[src/rtl/uart_rx_if.sv]
// Signal bundle between the UART receiver and its consumer.
// The master side drives the serial line and frame options. The slave side is the receiver.
interface uart_rx_if #(
  parameter int DATA_WIDTH = 8
);
  logic                  rx_in;
  logic                  par_en;
  logic                  par_typ;
  logic [DATA_WIDTH-1:0] data_out;
  logic                  data_valid;
  logic                  par_err;
  logic                  stop_err;
  logic                  busy;
  logic [2:0]            state_dbg;

  // data_valid, par_err and stop_err are single-cycle pulses with no back-pressure.
  // The consumer must capture data_out in the cycle that data_valid is high.
  modport master (
    output rx_in, par_en, par_typ,
    input  data_out, data_valid, par_err, stop_err, busy, state_dbg
  );

  modport slave (
    input  rx_in, par_en, par_typ,
    output data_out, data_valid, par_err, stop_err, busy, state_dbg
  );
endinterface

[src/rtl/uart_rx_fsm.sv]
// Oversampled UART receiver: start/stop framing, optional parity, parallel word out.
// Define UART_RX_MAJORITY_VOTE_EN for 2-of-3 majority bit sampling around the bit centre.
module uart_rx_fsm #(
  parameter int DATA_WIDTH = 8,
  parameter int PRESCALE   = 8
) (
  input  logic     clk,
  input  logic     rst,
  uart_rx_if.slave bus
);

  localparam int CW = $clog2(PRESCALE);
  localparam int BW = (DATA_WIDTH > 1) ? $clog2(DATA_WIDTH) : 1;
  localparam logic [CW-1:0] LAST_EDGE = CW'(PRESCALE - 1);
  localparam logic [BW-1:0] LAST_BIT  = BW'(DATA_WIDTH - 1);

  typedef enum logic [2:0] {
    S_IDLE   = 3'd0,
    S_START  = 3'd1,
    S_DATA   = 3'd2,
    S_PARITY = 3'd3,
    S_STOP   = 3'd4
  } state_t;

  state_t                state, state_nxt;
  logic                  rx_meta, rx_s;
  logic [CW-1:0]         edge_cnt;
  logic [BW-1:0]         bit_cnt;
  logic [DATA_WIDTH-1:0] shift_reg;
  logic [DATA_WIDTH-1:0] shift_nxt;
  logic                  par_en_q, par_typ_q, par_mis;
  logic                  bit_val, at_sample, at_end, last_bit;

`ifdef UART_RX_MAJORITY_VOTE_EN
  localparam logic [CW-1:0] VOTE0_EDGE  = CW'(PRESCALE/2 - 2);
  localparam logic [CW-1:0] VOTE1_EDGE  = CW'(PRESCALE/2 - 1);
  localparam logic [CW-1:0] DECIDE_EDGE = CW'(PRESCALE/2);
  logic vote0, vote1;

  always_ff @(posedge clk) begin
    if (rst) begin
      vote0 <= 1'b1;
      vote1 <= 1'b1;
    end else begin
      if (edge_cnt == VOTE0_EDGE) vote0 <= rx_s;
      if (edge_cnt == VOTE1_EDGE) vote1 <= rx_s;
    end
  end

  // The third vote is the live rx_s at the decision edge.
  assign bit_val = (vote0 & vote1) | (vote0 & rx_s) | (vote1 & rx_s);
`else
  localparam logic [CW-1:0] DECIDE_EDGE = CW'(PRESCALE/2 - 1);
  assign bit_val = rx_s;
`endif

  assign at_sample = (edge_cnt == DECIDE_EDGE);
  assign at_end    = (edge_cnt == LAST_EDGE);
  assign last_bit  = (bit_cnt == LAST_BIT);
  assign shift_nxt = (shift_reg >> 1) | (DATA_WIDTH'(bit_val) << (DATA_WIDTH - 1));
  assign bus.state_dbg = state;

  always_comb begin
    state_nxt = state;
    case (state)
      S_IDLE:   if (!rx_s) state_nxt = S_START;
      S_START: begin
        if (at_sample && bit_val) state_nxt = S_IDLE;
        else if (at_end)          state_nxt = S_DATA;
      end
      S_DATA:   if (at_end && last_bit) state_nxt = par_en_q ? S_PARITY : S_STOP;
      S_PARITY: if (at_end) state_nxt = S_STOP;
      // Leaving at mid-stop-bit gives half a bit of slack to catch a following start edge.
      S_STOP:   if (at_sample) state_nxt = S_IDLE;
      default:  state_nxt = S_IDLE;
    endcase
  end

  always_ff @(posedge clk) begin
    if (rst) begin
      state          <= S_IDLE;
      rx_meta        <= 1'b1;
      rx_s           <= 1'b1;
      edge_cnt       <= '0;
      bit_cnt        <= '0;
      shift_reg      <= '0;
      par_en_q       <= 1'b0;
      par_typ_q      <= 1'b0;
      par_mis        <= 1'b0;
      bus.data_out   <= '0;
      bus.data_valid <= 1'b0;
      bus.par_err    <= 1'b0;
      bus.stop_err   <= 1'b0;
      bus.busy       <= 1'b0;
    end else begin
      rx_meta        <= bus.rx_in;
      rx_s           <= rx_meta;
      state          <= state_nxt;
      bus.busy       <= (state != S_IDLE);
      bus.data_valid <= 1'b0;
      bus.par_err    <= 1'b0;
      bus.stop_err   <= 1'b0;

      if (state == S_IDLE) begin
        edge_cnt <= '0;
        bit_cnt  <= '0;
        par_mis  <= 1'b0;
        if (!rx_s) begin
          par_en_q  <= bus.par_en;
          par_typ_q <= bus.par_typ;
        end
      end else begin
        edge_cnt <= at_end ? '0 : edge_cnt + 1'b1;
      end

      case (state)
        S_DATA: begin
          if (at_sample) shift_reg <= shift_nxt;
          if (at_end)    bit_cnt   <= last_bit ? '0 : bit_cnt + 1'b1;
        end
        S_PARITY: begin
          if (at_sample) par_mis <= (bit_val != ((^shift_reg) ^ par_typ_q));
        end
        S_STOP: begin
          if (at_sample) begin
            bus.stop_err <= ~bit_val;
            bus.par_err  <= par_mis;
            if (bit_val && !par_mis) begin
              bus.data_valid <= 1'b1;
              bus.data_out   <= shift_reg;
            end
          end
        end
        default: ;
      endcase
    end
  end

endmodule

[src/flat_wrapper.sv]
// flat-port wrapper written by rule: the top's interface ports become plain ports
module uart_rx_fsm_flat 
#(
  parameter int DATA_WIDTH = 8,
  parameter int PRESCALE   = 8
)
  (clk, rst, bus_rx_in, bus_par_en, bus_par_typ, bus_data_out, bus_data_valid, bus_par_err, bus_stop_err, bus_busy, bus_state_dbg);
  uart_rx_if #(.DATA_WIDTH(DATA_WIDTH)) bus_i ();
  input  logic clk;
  input  logic rst;
  input wire logic [$bits(bus_i.rx_in)-1:0] bus_rx_in;
  input wire logic [$bits(bus_i.par_en)-1:0] bus_par_en;
  input wire logic [$bits(bus_i.par_typ)-1:0] bus_par_typ;
  output wire logic [$bits(bus_i.data_out)-1:0] bus_data_out;
  output wire logic [$bits(bus_i.data_valid)-1:0] bus_data_valid;
  output wire logic [$bits(bus_i.par_err)-1:0] bus_par_err;
  output wire logic [$bits(bus_i.stop_err)-1:0] bus_stop_err;
  output wire logic [$bits(bus_i.busy)-1:0] bus_busy;
  output wire logic [$bits(bus_i.state_dbg)-1:0] bus_state_dbg;
  assign bus_i.rx_in = bus_rx_in;
  assign bus_i.par_en = bus_par_en;
  assign bus_i.par_typ = bus_par_typ;
  assign bus_data_out = bus_i.data_out;
  assign bus_data_valid = bus_i.data_valid;
  assign bus_par_err = bus_i.par_err;
  assign bus_stop_err = bus_i.stop_err;
  assign bus_busy = bus_i.busy;
  assign bus_state_dbg = bus_i.state_dbg;
  uart_rx_fsm #(.DATA_WIDTH(DATA_WIDTH), .PRESCALE(PRESCALE)) u_core (.clk(clk), .rst(rst), .bus(bus_i));
endmodule
[config.mk]
export PLATFORM = sky130hd
export DESIGN_NAME = uart_rx_fsm_flat
export DESIGN_NICKNAME = d
export VERILOG_FILES = /design/src/rtl/uart_rx_if.sv /design/src/rtl/uart_rx_fsm.sv /design/src/flat_wrapper.sv
export SDC_FILE = /design/constraint.sdc
export NUM_CORES = 1
export LEC_CHECK = 0
export ABC_AREA = 0
export BUFFER_PORTS_ARGS = -buffer_cell sky130_fd_sc_hd__buf_2
export CORE_UTILIZATION = 25
export DETAILED_ROUTE_END_ITERATION = 10
export PLACE_DENSITY = 0.43
export SYNTH_ARGS = -nofsm -noshare
export SYNTH_HDL_FRONTEND = slang
export SYNTH_SLANG_ARGS = --single-unit
[constraint.sdc]
create_clock -name clk -period 2.1 [get_ports clk]
set_input_delay 0.21 -clock clk [delete_from_list [all_inputs] [get_ports clk]]
set_output_delay 0.21 -clock clk [all_outputs]
set_load 0.01 [all_outputs]
==> results of run 1 <==
-- routing by layer --
layer / GRT usage / wire [um] / up-vias
met3: 0.0453 / 132 / 4
met5: 0 / 0 / -
met4: 0.0500 / 42 / 0
li1: - / - / 558
met2: 0.172 / 1410 / 24
met1: 0.132 / 1400 / 529
-- cell usage after synthesis, drive strengths merged, types with 2 or more instances --
| master | instances | area share |
|---|---|---|
| a211oi | 2 | 0.010 |
| a21oi | 6 | 0.021 |
| clkbuf | 8 | 0.021 |
| dfxtp | 34 | 0.47 |
| ha | 5 | 0.043 |
| inv | 4 | 0.010 |
| mux2i | 18 | 0.12 |
| nand2 | 5 | 0.013 |
| nand3 | 4 | 0.014 |
| nand4b | 2 | 0.012 |
| nor2 | 25 | 0.064 |
| nor3 | 6 | 0.028 |
| nor4 | 3 | 0.013 |
| o21ai | 2 | 0.0069 |
| o22a | 2 | 0.012 |
| or2 | 2 | 0.0086 |
| xnor2 | 6 | 0.036 |
-- cell families (layout without fill, tap and decap cells) --
group | Yosys count | after routing | share of synthesized area
simple gates | 57 | 57 | 0.209
flops | 34 | 34 | 0.467
mux | 18 | 18 | 0.123
compound gates | 16 | 16 | 0.0720
buf+inv | 13 | 33 | 0.0343
xor+xnor | 7 | 7 | 0.0515
fa+ha+maj | 5 | 5 | 0.0429
-- path summary, 6_finish.rpt --
kind | startpoint | end | slack [ns] | depth (start not counted)
setup / recovery | u_core.edge_cnt[0] | u_core.shift_reg[0] | 0.36 | 6
hold / removal | bus_rx_in | u_core.rx_meta | 0.10 | 2
setup reg to reg | u_core.edge_cnt[0] | u_core.shift_reg[0] | 0.36 | 6
hold reg to reg | u_core.rx_meta | u_core.bit_val | 0.41 | 1
-- critical path, cell delays in order (launching register included) --
cell	delay, ns
dfxtp_1	0.34
ha_1	0.19
ha_1	0.28
nor4bb_2	0.32
buf_4	0.23
mux2i_1	0.20
nor2_1	0.05
-- metrics by stage --
step | area (um^2) | total power [mW] | instances | util | setup slack (ns)
after global routing | 1750 | 1.37 | 242 | 0.314 | 0.191
after global placement | 1640 | 0.708 | 235 | 0.294 | 0.377
after detailed placement | 1640 | 0.708 | 235 | 0.294 | 0.352
after floorplan | 1460 | 0.697 | 150 | - | 0.488
after CTS | 1750 | 1.33 | 242 | 0.314 | 0.333
final | 1750 | 1.30 | 242 | 0.314 | 0.360
-- final cells by class --
class,count,area share
repair buffers,22,0.0672
inverters,4,0.00858
multi-input cells,103,0.420
clock buffers,6,0.0472
well taps,72,0.0515
flip-flops and latches,34,0.389
clock inverters,1,0.0172
-- power groups by stage --
stage / Sequential [mW] / Clock (mW) / Combinational [mW]
3_3_place_gp: 0.673 / 0 / 0.0350
6_report: 0.658 / 0.609 / 0.0349
5_1_grt: 0.659 / 0.668 / 0.0394
3_5_place_dp: 0.673 / 0 / 0.0355
4_1_cts: 0.658 / 0.633 / 0.0355
2_1_floorplan: 0.669 / 0 / 0.0276
==> results summary, run 1 <==
The area of the die came out at roughly 0.006 mm^2. The number of remaining DRC errors is 0. The count of endpoints failing setup in the final report is 0.

In this run the post-CTS setup repair buffer count came out at 0. The summed negative setup slack over all endpoints is 0 ns. Across all layers, the routed design uses 1115 vias. The smallest clock period supported by the final layout is computed as about 1.7 ns.

The deepest clock path buffer count is 2. STA classifies the critical path startpoint as a flip-flop. The tree is rooted in a clkbuf_8. The final clock period utilization by the worst path is 0.828.

The vertical die dimension is between 70 and 80 um. Of the total power, the share spent switching nets is 0.197. Timing would allow up to between 500 and 600 MHz. The cell area power density is 744 mW/mm^2. The number of antenna violations at the first check in global routing came out at 0. The tree built by TritonCTS fans out to 34 sinks. Summed over all nets, the switching power comes to ~0.26 mW. The antenna cell count came out at 0. During synthesis, Yosys emitted a total of 0 warnings.

STA puts the critical path data required time at ~2.3 ns. The number of resized instances in the post-cts repair step is 0. The number of endpoints with negative hold slack in the final report came out at 0. The initial utilization of the core area, before any placement, comes to 0.262. The detailed placement HPWL is roughly 2000 um. The number of clock buffers added by TritonCTS is 5. Synthesis inferred 34 register bits. The global placement routability congestion is 0.679. The via count of the first global-routing pass is between 1000 and 1500.

Internal power comes to ~1.0 mW. The relative slew slack is 0.589. In the synthesized netlist the dominant register cell turns out to be dfxtp_1. The number of maximum-capacitance constraint violations is 0. Averaged over all synthesized cells, the footprint is slightly below 10 um^2. The register share of total power came out at 0.505.

The die is 78.4 um wide. Of all nets on the critical path, the largest fanout is 8. Leaving out fill and tap cells, the most frequent cell in the layout is dfxtp_1. The post-synth design cell area came out at around 0.0015 mm^2.

The CTS clock-pin slew for the worst setup and hold paths is about 0.07 ns. For the pin with the worst max-slew slack, the measured transition is between 0.6 and 0.7 ns. The fraction of final layout cells with drive strength greater than 1 came out at 0.206. The layout has approximately 580 filler cells. The clock power share is 0.468. The routed wirelength normalized by instance count came out at around 12 um. Summing all multi-input logic gate instances after layout gives around 730 um^2. The smallest hold slack came out at roughly 0.10 ns. The mean number of vias per cell is ~4.6. The critical path arrival is ~1.9 ns. The H-tree depth reported by CTS came out at 2. For this run, the total global-route usage over all layers was measured as 0.110. The top cell types in the final layout, fill and taps aside, are dfxtp_1 (34), nor2_1 (25), buf_2 (19). Before antenna repair, the detailed router went through 5 iterations. From synthesis to final layout, the design area changed by 20.0%. The number of placement rows came out at 27. The highest ir drop seen on vdd is 0.000304 V. The global-route congestion overflow total is 0.

The final number of max-transition violations is 0. The leakage power figure came out at roughly 0.66 nW. The sequential cells in the finished layout cover a total of between 600 and 700 um^2. The power share of the combinational group came out at 0.027.

The number of routed nets with antenna violations is 0. The number of hold buffers added after cts came out at 0. The maximum clock skew at final layout came out at 0.00889 ns. The wire length of the first global-routing pass came out at slightly above 5000 um. The number of nets produced by synthesis is 160. The number of flops mapped to enable cells by yosys is 0. The final net count is 180. TritonCTS built the clock tree.

For this design the top-level I/O count stands at 20. The maximum number of pins on one net before global-route repair came out at 35. For this block, the initial DRC count from the detailed router was 33.

The number of different library cells in the post-synthesis netlist came out at 34. The run finished with clean final reports. The total core area is between 0.005 and 0.006 mm^2. The endpoint type of the worst setup path is a flip-flop. The later-pin clock latency in the skew report came out at 0.28 ns.

The critical path is of the reg -> reg type. The worst hold path class is in -> reg. The routed wire length is 2980 um. The cell count after synthesis is 150. Setup repair after global routing left no endpoint under its margin. Counting flops with an async set or reset pin after synthesis yields a share of 0.

The count of buffers inserted at the top-level ports came out at 19. The sequential cell area fraction in the yosys report came out at 0.467.
Note: power is estimated with default switching activity, not from simulation.
==> run 2: changes to the inputs <==
Settings changed: PLACE_DENSITY 0.43 to 0.45.
Clock period 2.1 ns to 1.5 ns, I/O delays scaled along.
==> results summary, run 2 (synthesized netlist as in run 1, its figures left out) <==
At the end of the flow, the number of nets in the layout was about 190. The H-tree depth reported by CTS is 2. The routed wirelength normalized by instance count is ~12 um. The first global-routing pass estimated ~5100 um of wire. Internal power comes to roughly 1.3 mW. The filler cell count in the final layout came out at 572. On the worst path, the slowest cell contributes a delay of ~0.34 ns. The share of the core filled with cells came out at 0.332. The final design instance area without fill came out at roughly 0.0019 mm^2.

The number of antenna violations at the first check in global routing came out at 0. Setup repair after global routing could not meet its margin everywhere. The number of maximum-capacitance constraint violations is 0.

At the placement stage, the worst setup path has a slack of -0.0430 ns. The area added between synthesis and finish came out at 27.0%. The total core area came out at roughly 0.0056 mm^2. Of the total power, the clock network draws 0.395. The critical path in this run is classified as reg -> reg. Hold is met by 0.0567 ns. In the layout the commonest cells are dfxtp_1 (29), nor2_1 (25), buf_2 (19). After clock tree synthesis, the flow added hold-fix buffers numbering 0. The fraction of final layout cells with drive strength greater than 1 is 0.285. The worst setup path is launched from a flip-flop. In this run the power density over the cells is slightly below 900 mW/mm^2. The number of placement rows is 27. Entering global routing, the biggest net connects 35 pins. Clock-pin slew was measured on the worst setup and hold paths at approximately 0.070 ns. Buffers placed on the I/O ports in this run total 19. The number of routed nets with antenna violations came out at 0. The register share of total power is 0.566. The summed negative setup slack over all endpoints came out at -0.00149 ns. The vertical die dimension is approximately 80 um. Of the total power, the share spent switching nets is 0.218. In this design, the largest share of critical-path delay is due to compound AO/OA/AOI/OAI gates. The global placement routability congestion is 0.778. The required time at the worst-slack endpoint came out at ~1.7 ns. Global routing finished with a remaining overflow of 0.

The reported net switching power is 0.352 mW. The TritonCTS clock tree is built. The initial core utilization came out at 0.262. STA classifies the critical path endpoint as a flip-flop. The number of endpoints with negative hold slack in the final report came out at 0. Once placement completed, the tool counted placed cells totaling 241. Clock tree synthesis selected as its root buffer the cell clkbuf_8. The total number of clock tree sinks came out at 34. The violation count after the first detailed-routing iteration came out at between 50 and 60.

The clock passes through at most 2 buffers. The share of total power dissipated in combinational logic is 0.039. The highest net fanout along the worst path came out at 5.

Of the available clock period, the critical path in the final layout requires 1.00. The first-pass iteration count of the detailed router came out at 4. The total area of multi-input combinational cells came out at roughly 800 um^2. The relative slew slack came out at 0.619. The mean number of vias per cell is 4.46. The highest ir drop seen on vdd is between 0.0003 and 0.0004 V. The combined buffer and inverter count along the critical path came out at 1. During I/O placement, the number of pins put on the boundary was 20. The later-pin clock latency in the skew report came out at between 0.2 and 0.3 ns.

The total power draw is roughly 1.6 mW. Leaving out fill and tap cells, the most frequent cell in the layout is dfxtp_1. The flip-flop and latch area came out at around 690 um^2. The antenna cell count is 0. The die width is 78.4 um. Detailed placement finished with a half-perimeter wire length of between 2000 and 2500 um. Once placement finished, the instance area stood at between 0.0015 and 0.002 mm^2.

The critical path goes through ha_4 -> ha_4 -> buf_4 -> a21oi_1 -> a21oi_1 -> o22a_1 -> nor3_1. The worst hold path class is in -> reg. For this design, the slowest cell found on the critical path is dfxtp_2. The overall fraction of global-route tracks in use is 0.111. The critical path arrival came out at 1.70 ns. The routed wire length is 3100 um. The maximum achievable frequency came out at between 600 and 700 MHz.

The number of cells in the finished layout apart from fillers came out at roughly 250. Setup violations remaining at the end of the flow were counted as 1. The clock buffer count from CTS is 5.

The number of remaining DRC errors came out at 0. At the pin with the least slew margin, the transition time is approximately 0.57 ns. The flow ran to the end, but the final reports show violations.

The maximum clock skew at final layout is 0.00732 ns. The leakage power figure came out at roughly 0.68 nW. The final number of max-transition violations is 0.

The final setup slack of the worst path came out at -0.00149 ns. The area of the die is slightly above 0.006 mm^2. The minimum period implied by the final worst setup slack came out at about 1.5 ns. The via count of the first global-routing pass is between 1000 and 1500. The overall via count from detail_route came out at about 1100. The final reports fail on negative setup slack.
run 2: cell count changes in the layout (fill, tap and decap cells not counted), moves of 2 or more:
cell,before,now
dfxtp_1,34,29
clkbuf_1,0,3
buf_6,0,2
buf_4,3,8
dfxtp_2,0,4
ha_2,0,2
ha_4,0,2
ha_1,5,1
run 2: per-layer routing:
layer / GRT usage / wire length, um
met1: 0.127 / 1410
met5: 0 / 0
met3: 0.0419 / 145
met4: 0.0444 / 54
met2: 0.184 / 1490
run 2: final timing paths:
kind	slack, ns	endpoint	startpoint	cells after the start
min	0.06	u_core.rx_meta	bus_rx_in	2
max reg2reg	-0.001	u_core.bus.state_dbg[0]	u_core.edge_cnt[0]	7
max	-0.001	u_core.bus.state_dbg[0]	u_core.edge_cnt[0]	7
min reg2reg	0.42	u_core.bit_val	u_core.rx_meta	1
run 2: worst register-to-register path: stages, from the launching register on:
cell	delay [ns]
dfxtp_2	0.34
ha_4	0.17
ha_4	0.17
buf_4	0.15
a21oi_1	0.15
a21oi_1	0.06
o22a_1	0.19
nor3_1	0.19
run 2: what timing repair did:
| item | CTS | global route |
|---|---|---|
| cloned | 0 | 0 |
| setup endpoints to repair | 8 | 21 |
| pin swaps | 1 | 2 |
| gates resized for setup | 2 | 4 |
| buffers inserted | 0 | 2 |
run 2: layout make-up:
class                   count  area share
flip-flops and latches     34       0.372
clock buffers               8      0.0432
repair buffers             30       0.107
well taps                  72      0.0486
inverters                   4     0.00810
multi-input cells         103       0.421
run 2: power by group through the flow:
stage | clock, mW | combinational [mW] | sequential, mW
after floorplan | 0 | 0.0389 | 0.937
after global placement | 0 | 0.0626 | 0.936
after detailed placement | 0 | 0.0634 | 0.936
after CTS | 0.673 | 0.0642 | 0.915
after global routing | 0.709 | 0.0693 | 0.915
final | 0.640 | 0.0634 | 0.916
